$ cat src/rtl/if_fetch_ctrl_if.sv
// rtl/if_fetch_ctrl_if.sv - instruction memory request/ack bus between fetch controller and imem
interface if_fetch_ctrl_if #(
  parameter int ADDR_W = 32,
  parameter int INST_W = 32
) ();
  logic              req;
  logic [ADDR_W-1:0] addr;
  logic              ack;
  logic [INST_W-1:0] rdata;

  modport master (output req, output addr, input ack, input rdata);
  modport slave  (input req, input addr, output ack, output rdata);
endinterface

$ cat src/rtl/if_fetch_ctrl.sv
// rtl/if_fetch_ctrl.sv - instruction fetch sequencer: PC, imem handshake, redirects, stall vector
module if_fetch_ctrl #(
  parameter int                ADDR_W   = 32,
  parameter int                INST_W   = 32,
  parameter logic [ADDR_W-1:0] RESET_PC = '0
) (
  input  logic              clk,
  input  logic              rst,
  input  logic              i_stall_req_id,
  input  logic              i_stall_req_ex,
  input  logic              i_stall_req_mem,
  input  logic              i_branch_flag,
  input  logic [ADDR_W-1:0] i_branch_target,
  input  logic              i_flush,
  input  logic [ADDR_W-1:0] i_flush_pc,
  if_fetch_ctrl_if.master   imem,
  output logic              o_if_valid,
  output logic [ADDR_W-1:0] o_if_pc,
  output logic [INST_W-1:0] o_if_inst,
  output logic [5:0]        o_stall
);
  typedef enum logic [1:0] {ST_RST_HOLD, ST_ISSUE, ST_WAIT, ST_HOLD} state_t;

  state_t            r_state;
  state_t            w_state_nxt;
  logic [ADDR_W-1:0] r_pc;
  logic [ADDR_W-1:0] r_addr;
  logic              r_req;
  logic              r_if_valid;
  logic [ADDR_W-1:0] r_if_pc;
  logic [INST_W-1:0] r_if_inst;
  logic              r_pend;
  logic              r_pend_flush;
  logic [ADDR_W-1:0] r_pend_pc;

  logic [5:0]        w_stall;
  logic              w_redirect;
  logic [ADDR_W-1:0] w_redirect_pc;
  logic              w_pend_nxt;
  logic              w_pend_flush_nxt;
  logic [ADDR_W-1:0] w_pend_pc_nxt;

  assign imem.req   = r_req;
  assign imem.addr  = r_addr;
  assign o_if_valid = r_if_valid;
  assign o_if_pc    = r_if_pc;
  assign o_if_inst  = r_if_inst;
  assign o_stall    = w_stall;

  assign w_redirect    = i_flush | i_branch_flag;
  assign w_redirect_pc = i_flush ? i_flush_pc : i_branch_target;

  // Stall vector: the deepest requesting stage freezes itself and everything upstream
  always_comb begin
    w_stall = 6'b000000;
    if (rst)                  w_stall = 6'b000000;
    else if (i_stall_req_mem) w_stall = 6'b011111;
    else if (i_stall_req_ex)  w_stall = 6'b001111;
    else if (i_stall_req_id)  w_stall = 6'b000111;
  end

  // Pending redirect merge while a fetch is outstanding; a flush is never displaced by a branch
  always_comb begin
    w_pend_nxt       = r_pend;
    w_pend_flush_nxt = r_pend_flush;
    w_pend_pc_nxt    = r_pend_pc;
    if (i_flush) begin
      w_pend_nxt       = 1'b1;
      w_pend_flush_nxt = 1'b1;
      w_pend_pc_nxt    = i_flush_pc;
    end else if (i_branch_flag && !r_pend_flush) begin
      w_pend_nxt       = 1'b1;
      w_pend_flush_nxt = 1'b0;
      w_pend_pc_nxt    = i_branch_target;
    end
  end

  // Next-state logic
  always_comb begin
    w_state_nxt = r_state;
    case (r_state)
      ST_RST_HOLD: w_state_nxt = ST_ISSUE;
      ST_ISSUE:    if (!w_redirect && !w_stall[0]) w_state_nxt = ST_WAIT;
      ST_WAIT:     if (imem.ack) w_state_nxt = (w_pend_nxt || !w_stall[1]) ? ST_ISSUE : ST_HOLD;
      ST_HOLD:     if (!w_stall[1]) w_state_nxt = ST_ISSUE;
      default:     w_state_nxt = ST_RST_HOLD;
    endcase
  end

  // State register
  always_ff @(posedge clk) begin
    if (rst) r_state <= ST_RST_HOLD;
    else     r_state <= w_state_nxt;
  end

  // PC, request, IF/ID register and pending-redirect datapath
  always_ff @(posedge clk) begin
    if (rst) begin
      r_pc         <= RESET_PC;
      r_addr       <= RESET_PC;
      r_req        <= 1'b0;
      r_if_valid   <= 1'b0;
      r_if_pc      <= '0;
      r_if_inst    <= '0;
      r_pend       <= 1'b0;
      r_pend_flush <= 1'b0;
      r_pend_pc    <= '0;
    end else begin
      // IF/ID takes the instruction whenever it is not held
      if (!w_stall[1]) r_if_valid <= 1'b0;
      case (r_state)
        ST_RST_HOLD, ST_HOLD: begin
          if (w_redirect) begin
            r_pc       <= w_redirect_pc;
            r_if_valid <= 1'b0;
          end
        end
        ST_ISSUE: begin
          if (w_redirect) begin
            r_pc       <= w_redirect_pc;
            r_if_valid <= 1'b0;
          end else if (!w_stall[0]) begin
            r_req  <= 1'b1;
            r_addr <= r_pc;
          end
        end
        ST_WAIT: begin
          r_pend       <= w_pend_nxt;
          r_pend_flush <= w_pend_flush_nxt;
          r_pend_pc    <= w_pend_pc_nxt;
          if (w_redirect) r_if_valid <= 1'b0;
          if (imem.ack) begin
            r_req        <= 1'b0;
            r_pend       <= 1'b0;
            r_pend_flush <= 1'b0;
            if (w_pend_nxt) begin
              r_pc       <= w_pend_pc_nxt;
              r_if_valid <= 1'b0;
            end else begin
              r_if_inst  <= imem.rdata;
              r_if_pc    <= r_addr;
              r_if_valid <= 1'b1;
              r_pc       <= r_addr + ADDR_W'(1);
            end
          end
        end
        default: ;
      endcase
    end
  end
endmodule

$ cat src/flat_wrapper.sv
// flat-port wrapper written by rule: the top's interface ports become plain ports
module if_fetch_ctrl_flat 
#(
  parameter int                ADDR_W   = 32,
  parameter int                INST_W   = 32,
  parameter logic [ADDR_W-1:0] RESET_PC = '0
)
  (clk, rst, i_stall_req_id, i_stall_req_ex, i_stall_req_mem, i_branch_flag, i_branch_target, i_flush, i_flush_pc, o_if_valid, o_if_pc, o_if_inst, o_stall, imem_req, imem_addr, imem_ack, imem_rdata);
  if_fetch_ctrl_if #(.ADDR_W(ADDR_W), .INST_W(INST_W)) imem_i ();
  input  logic clk;
  input  logic rst;
  input  logic i_stall_req_id;
  input  logic i_stall_req_ex;
  input  logic i_stall_req_mem;
  input  logic i_branch_flag;
  input  logic [ADDR_W-1:0] i_branch_target;
  input  logic i_flush;
  input  logic [ADDR_W-1:0] i_flush_pc;
  output logic o_if_valid;
  output logic [ADDR_W-1:0] o_if_pc;
  output logic [INST_W-1:0] o_if_inst;
  output logic [5:0] o_stall;
  output wire logic [$bits(imem_i.req)-1:0] imem_req;
  output wire logic [$bits(imem_i.addr)-1:0] imem_addr;
  input wire logic [$bits(imem_i.ack)-1:0] imem_ack;
  input wire logic [$bits(imem_i.rdata)-1:0] imem_rdata;
  assign imem_req = imem_i.req;
  assign imem_addr = imem_i.addr;
  assign imem_i.ack = imem_ack;
  assign imem_i.rdata = imem_rdata;
  if_fetch_ctrl #(.ADDR_W(ADDR_W), .INST_W(INST_W), .RESET_PC(RESET_PC)) u_core (.clk(clk), .rst(rst), .i_stall_req_id(i_stall_req_id), .i_stall_req_ex(i_stall_req_ex), .i_stall_req_mem(i_stall_req_mem), .i_branch_flag(i_branch_flag), .i_branch_target(i_branch_target), .i_flush(i_flush), .i_flush_pc(i_flush_pc), .imem(imem_i), .o_if_valid(o_if_valid), .o_if_pc(o_if_pc), .o_if_inst(o_if_inst), .o_stall(o_stall));
endmodule
$ cat config.mk
export PLATFORM = sky130hd
export DESIGN_NAME = if_fetch_ctrl_flat
export DESIGN_NICKNAME = d
export VERILOG_FILES = /design/src/rtl/if_fetch_ctrl_if.sv /design/src/rtl/if_fetch_ctrl.sv /design/src/flat_wrapper.sv
export SDC_FILE = /design/constraint.sdc
export NUM_CORES = 1
export LEC_CHECK = 0
export ABC_AREA = 1
export CORE_MARGIN = 1.5
export CORE_UTILIZATION = 40
export CTS_CLUSTER_SIZE = 16
export DETAILED_ROUTE_END_ITERATION = 10
export PLACE_DENSITY = 0.73
export SLEW_MARGIN = 10
export SYNTH_ARGS = -nofsm -noshare
export SYNTH_HDL_FRONTEND = slang
export SYNTH_SLANG_ARGS = --single-unit
$ cat constraint.sdc
create_clock -name clk -period 3.6 [get_ports clk]
set_input_delay 1.08 -clock clk [delete_from_list [all_inputs] [get_ports clk]]
set_output_delay 1.08 -clock clk [all_outputs]
set_load 0.005 [all_outputs]
==> metrics, run 1 <==
Area contributors post-synth sky130_fd_sc_hd__dfxtp_1 41%, sky130_fd_sc_hd__nand2_1 14%, sky130_fd_sc_hd__o21ai_0 12%; area of the die approximately 0.021 sq mm; Post-synth EDFFs 0; FF/Latch Area 0.00332 sq mm; Vias/cell 5.19; kind of end point of the critical path output pin; maximum vdd drop ~0.00035 V; GP Congestion 0.931; Core Box Area slightly below 0.02 sq mm; number of max-cap violations 0; setup repair after global routing missed its margin no; crit path time final 3.47 ns; antenna violations before repair 0; clock transition time at the flip-flop clock pins of the worst setup and hold paths 0.06 ns; DRC violations left 0; die span in x 145 microns; maximum clock rate ~290 MHz; Total Routed Length approximately 26000 microns; total clock buffers created by CTS 17; GR Util All Layers 24.9%; ratio of cells with drive above 1 in the final layout 4.18%; Yosys Warn Count 0; chip height 145 microns; path type of the worst min-delay path flop to flop; Slowest cell on crit path sky130_fd_sc_hd__clkdlybuf4s50_1; Layout fillers between 1.5k and 2k; transition at the pin with the smallest max-transition slack about 1.2 ns; count of buffers inserted at the top-level ports roughly 210; number of global-route vias before repair 7910; initial standard-cell utilization of the core between 40 and 50%; number of inserted diodes 0; slowest stage delay, CP 0.52 ns; half-perimeter wire length after placement ~18000 microns; Post-Synthesis Cell Area about 0.0080 sq mm; cells resized by post-CTS repair 0; kind of cell adding the most delay to the critical path buffers and inverters; maximum number of pins on one net before global-route repair about 130; number of vias in the routed layout 8699; total of endpoints with negative setup slack in the final report 0; crit start category input port; clock root cell sky130_fd_sc_hd__clkbuf_16; status finished, final reports clean; clock latency on the worst-skew pair around 0.43 ns; wire length of the first global-routing pass 40200 microns; Setup WS pre-CTS 0.111 ns; H-Tree Depth 4; Wirelength per Cell roughly 16 microns; total of hold buffers inserted after clock tree synthesis 0; setup bufs post-CTS 0; number of nets with antenna violations after routing 0; clock tree from TritonCTS yes; clk sink count about 170; number of failing hold endpoints at the final stage 0; largest fanout of any net on the critical path 3; Tot Pwr roughly 5.5 mW; floorplan row count 51; number of distinct library cell variants in the gate-level netlist after synthesis 27; maximum buffer depth of the clock tree 2; PD cells around 500 mW/mm^2; post-route setup TNS 0 ns; kind of critical path input port to output pin; P&R area growth vs syn 35.4%; share of the yosys chip area belonging to registers between 40% and 50%; area occupied by multi-input gates a little over 0.004 sq mm; area after detailed placement around 0.010 sq mm; IO Pins between 200 and 250; number of DRC markers in iteration 0 688; worst endpoint data arrival time 2.39 ns; Slew headroom between 20% and 30%; post-layout net count about 1.5k; cells traversed along the worst timing path clkdlybuf4s50_1 > inv_1 > nand3_1 > nand2_1 > inv_1 > clkdlybuf4s50_1; predominant post-synthesis flop cell sky130_fd_sc_hd__dfxtp_1; area share of the leading cell type in the synthesized netlist approximately two fifths; leading area contributor after synthesis sky130_fd_sc_hd__dfxtp_1; commonest non-fill, non-tap cells in the layout 308 x sky130_fd_sc_hd__nand2_1, 206 x sky130_fd_sc_hd__clkdlybuf4s50_1, 196 x sky130_fd_sc_hd__o21ai_0; final critical-path share of the clock period 96.4%; CP Data Required Time ~2.5 ns; Bufs and invs on worst path 4; Hold WS ~0.46 ns; flip-flop and latch count after synthesis 166; post-synth net total 1342; slack of the critical path approximately 0.13 ns; Lkg Pwr around 4.1 nW; fraction of registers with async set/reset 0%; Clock Skew 0.00755 ns; most common cell after layout, fill and taps aside sky130_fd_sc_hd__nand2_1; GR Overflow Total 0; Gate Count Post-Synth 1233; final non-filler cell area around 0.011 sq mm; average cell area after synthesis 6.50 sq um; number of optimization iterations in the first detailed-route pass 8; number of slew-limit violations in the final report 0
## power breakdown
part | switching (mW) | total, mW | internal, mW
Clock | 0.771 | 1.87 | 1.10
Sequential | 0.197 | 2.31 | 2.12
Combinational | 0.735 | 1.28 | 0.543
Total | 1.70 | 5.46 | 3.75
## Yosys cell counts (all sizes together) (2+ instances only)
master,number
nand2,309
o21ai,204
nor2,183
dfxtp,166
a21oi,164
inv,70
clkbuf,49
nand3,38
buf,29
xor2,7
ha,5
nand3b,2
nand4,2
## logic make-up after synthesis
kind of cell | after synthesis | share of synthesized area [%]
AND/OR/NAND/NOR | 535 | 26.2
AO/OA/AOI/OAI | 370 | 23.2
flip-flops | 166 | 41.5
buffers and inverters | 149 | 7.48
XOR/XNOR | 7 | 0.765
adder cells (fa/ha/maj) | 5 | 0.781
other | 1 | 0.0468
## metrics by stage
step | utilization (%) | instances
6_report | 55.6 | 1675
5_1_grt | 55.6 | 1675
4_1_cts | 55.6 | 1675
3_5_place_dp | 52.5 | 1644
3_3_place_gp | 52.5 | 1644
2_1_floorplan | - | 1233
## path summary, 6_finish.rpt
| path | start | cells after the start | slack (ns) | end |
|---|---|---|---|---|
| setup / recovery | i_stall_req_mem | 6 | 0.13 | o_stall[1] |
| hold / removal | u_core.r_pend_pc[2] | 2 | 0.46 | u_core.r_pend_pc[2] |
| setup reg to reg | u_core.r_state[0] | 6 | 1.31 | u_core.imem.req |
| hold reg to reg | u_core.r_pend_pc[2] | 2 | 0.46 | u_core.r_pend_pc[2] |
## layer usage
layer	share of wire (%)	GRT usage, %	up-vias
met4	2.2	8.19	0
met2	47	41.6	371
li1	-	-	4342
met3	8.5	6.16	43
met5	0	0	-
met1	42	31.5	3943
## worst register-to-register path: cells and delay by family, from the launching register on
kind,cells,cell delay [ns]
adder cells (fa/ha/maj),1,0.20
buffers and inverters,3,1.20
flip-flops,1,0.42
AO/OA/AOI/OAI,2,0.40
## cell type report
class | count | area share, %
flip-flops and latches | 166 | 30.6
clock buffers | 21 | 4.43
well taps | 265 | 3.06
clock inverters | 10 | 1.12
repair buffers | 224 | 20.6
multi-input cells | 918 | 37.7
inverters | 71 | 2.46
## state kept, by name (all words and copies together), names as in the netlist
register and cells:
u_core.imem.addr 32, u_core.o_if_inst 32, u_core.o_if_pc 32, u_core.r_pc 32
u_core.r_pend_pc 32, u_core.r_state 2, u_core.imem.req 1, u_core.o_if_valid 1
u_core.r_pend 1, u_core.r_pend_flush 1
(Power assumes the default switching activity.)
==> run 2, diff against run 1 <==
PLACE_DENSITY = 0.75   (was 0.73)
clock period = 3 ns   (was 3.6 ns; I/O delays follow)
==> metrics, run 2 (same netlist as run 1, synthesis figures left out) <==
Core Box Area 0.0195 sq mm; area of the die around 0.021 sq mm; die span in x roughly 140 microns; Wirelength per Cell ~16 microns; post-layout net count 1521; most common cell after layout, fill and taps aside sky130_fd_sc_hd__nand2_1; worst endpoint data arrival time 1.94 ns; Slew headroom approximately three fifths; commonest non-fill, non-tap cells in the layout 308 x sky130_fd_sc_hd__nand2_1, 201 x sky130_fd_sc_hd__clkdlybuf4s50_1, 196 x sky130_fd_sc_hd__o21ai_0; maximum vdd drop between 0.0004 and 0.0005 V; Slowest cell on crit path sky130_fd_sc_hd__clkdlybuf4s50_1; clock root cell sky130_fd_sc_hd__clkbuf_16; setup bufs post-CTS 0; antenna violations before repair 0; CP Data Required Time between 2 and 2.5 ns; initial standard-cell utilization of the core about two fifths; clock tree from TritonCTS yes; PD cells between 500 and 600 mW/mm^2; wire length of the first global-routing pass around 42000 microns; cells traversed along the worst timing path clkdlybuf4s50_1 > inv_1 > nand3_2 > nand2_1 > inv_1 > dlygate4sd2_1; maximum clock rate ~350 MHz; number of inserted diodes 0; Clock Skew ~0.012 ns; path type of the worst min-delay path flop to flop; number of failing hold endpoints at the final stage 0; kind of critical path input port to output pin; number of slew-limit violations in the final report 0; H-Tree Depth 4; Lkg Pwr between 4 and 5 nW; most numerous cell on the critical path sky130_fd_sc_hd__inv_1; number of max-cap violations 0; Total Routed Length between 20000 and 30000 microns; total clock buffers created by CTS 17; largest fanout of any net on the critical path 3; number of DRC markers in iteration 0 727; area after detailed placement 0.0104 sq mm; P&R area growth vs syn 37.1%; final non-filler cell area roughly 0.011 sq mm; GP Congestion 0.900; GR Overflow Total 0; setup repair after global routing missed its margin no; DRC violations left 0; IO Pins 208; transition at the pin with the smallest max-transition slack around 0.58 ns; GR Util All Layers approximately a quarter; slowest stage delay, CP approximately 0.40 ns; crit start category input port; clk sink count between 150 and 200; total of hold buffers inserted after clock tree synthesis 0; half-perimeter wire length after placement around 19000 microns; total of endpoints with negative setup slack in the final report 0; number of global-route vias before repair 8308; crit path time final ~2.8 ns; Hold WS 0.452 ns; clock transition time at the flip-flop clock pins of the worst setup and hold paths 0.07 ns; count of buffers inserted at the top-level ports approximately 210; ratio of cells with drive above 1 in the final layout between 5 and 6%; kind of end point of the critical path output pin; clock latency on the worst-skew pair 0.44 ns; Vias/cell 5.23; final critical-path share of the clock period 94.8%; number of optimization iterations in the first detailed-route pass 5; number of nets with antenna violations after routing 0; floorplan row count between 50 and 60; status finished, final reports clean; number of vias in the routed layout approximately 9k; maximum buffer depth of the clock tree 2; chip height about 140 microns; maximum number of pins on one net before global-route repair 69
## run 2: cell types whose count changed in the layout (fill, tap and decap cells not counted), sizes merged
cell	delta
buf	+14
bufinv	-2
clkbuf	-4
clkdlybuf4s50	-5
clkinv	-2
clkinvlp	+1
dlygate4sd2	+4
dlymetal6s2s	+1
inv	+8
## run 2: stage by stage
stage | instances | setup TNS [ns] | worst slack (ns) | util [%] | power [mW]
global placement | 1658 | -0.150 | -0.0507 | 53.3 | 4.33
global route | 1690 | 0 | 0.105 | 56.3 | 6.85
finish | 1690 | 0 | 0.157 | 56.3 | 6.49
floorplan | 1233 | 0 | 0.560 | - | 3.62
CTS | 1690 | 0 | 0.0195 | 56.3 | 6.52
detailed placement | 1658 | -0.418 | -0.140 | 53.3 | 4.36
## run 2: final timing paths
path | startpoint | depth (start not counted) | to | slack (ns)
worst max register to register | u_core.imem.addr[1] | 9 | u_core.r_pc[20] | 0.90
worst min-delay path | u_core.imem.req | 2 | u_core.imem.req | 0.45
worst max-delay path | i_stall_req_mem | 6 | o_stall[1] | 0.16
worst min register to register | u_core.imem.req | 2 | u_core.imem.req | 0.45
## run 2: layer usage
metal,GRT usage (%),wire length (microns),up-vias
met5,0,0,-
met2,43.3,12500,356
met1,31.6,11000,4068
met3,6.23,2070,51
met4,10.4,724,0
li1,-,-,4365
## run 2: layout make-up
class / count / area, sq um
fill: 1912 / 8540
multi-input combinational: 918 / 4100
sequential: 166 / 3320
timing repair buffer: 238 / 2390
clock buffer: 17 / 425
tap: 265 / 332
inverter: 71 / 267
clock inverter: 15 / 156
## run 2: worst max-delay path: cells and delay by family
family	cells	cell delay (ns)
buffers and inverters	4	0.85
and+or+nand+nor	2	0.20
## run 2: power breakdown
group / total [mW] / switching, mW / internal, mW
Clock: 2.16 / 1.04 / 1.11
Combinational: 1.56 / 0.889 / 0.675
Sequential: 2.77 / 0.233 / 2.54
## run 2: repair_timing
action                     4_1_cts  5_1_grt
resized for setup                5        1
setup endpoints to repair        4        1
hold endpoints to repair         0        0
gates cloned                     0        0
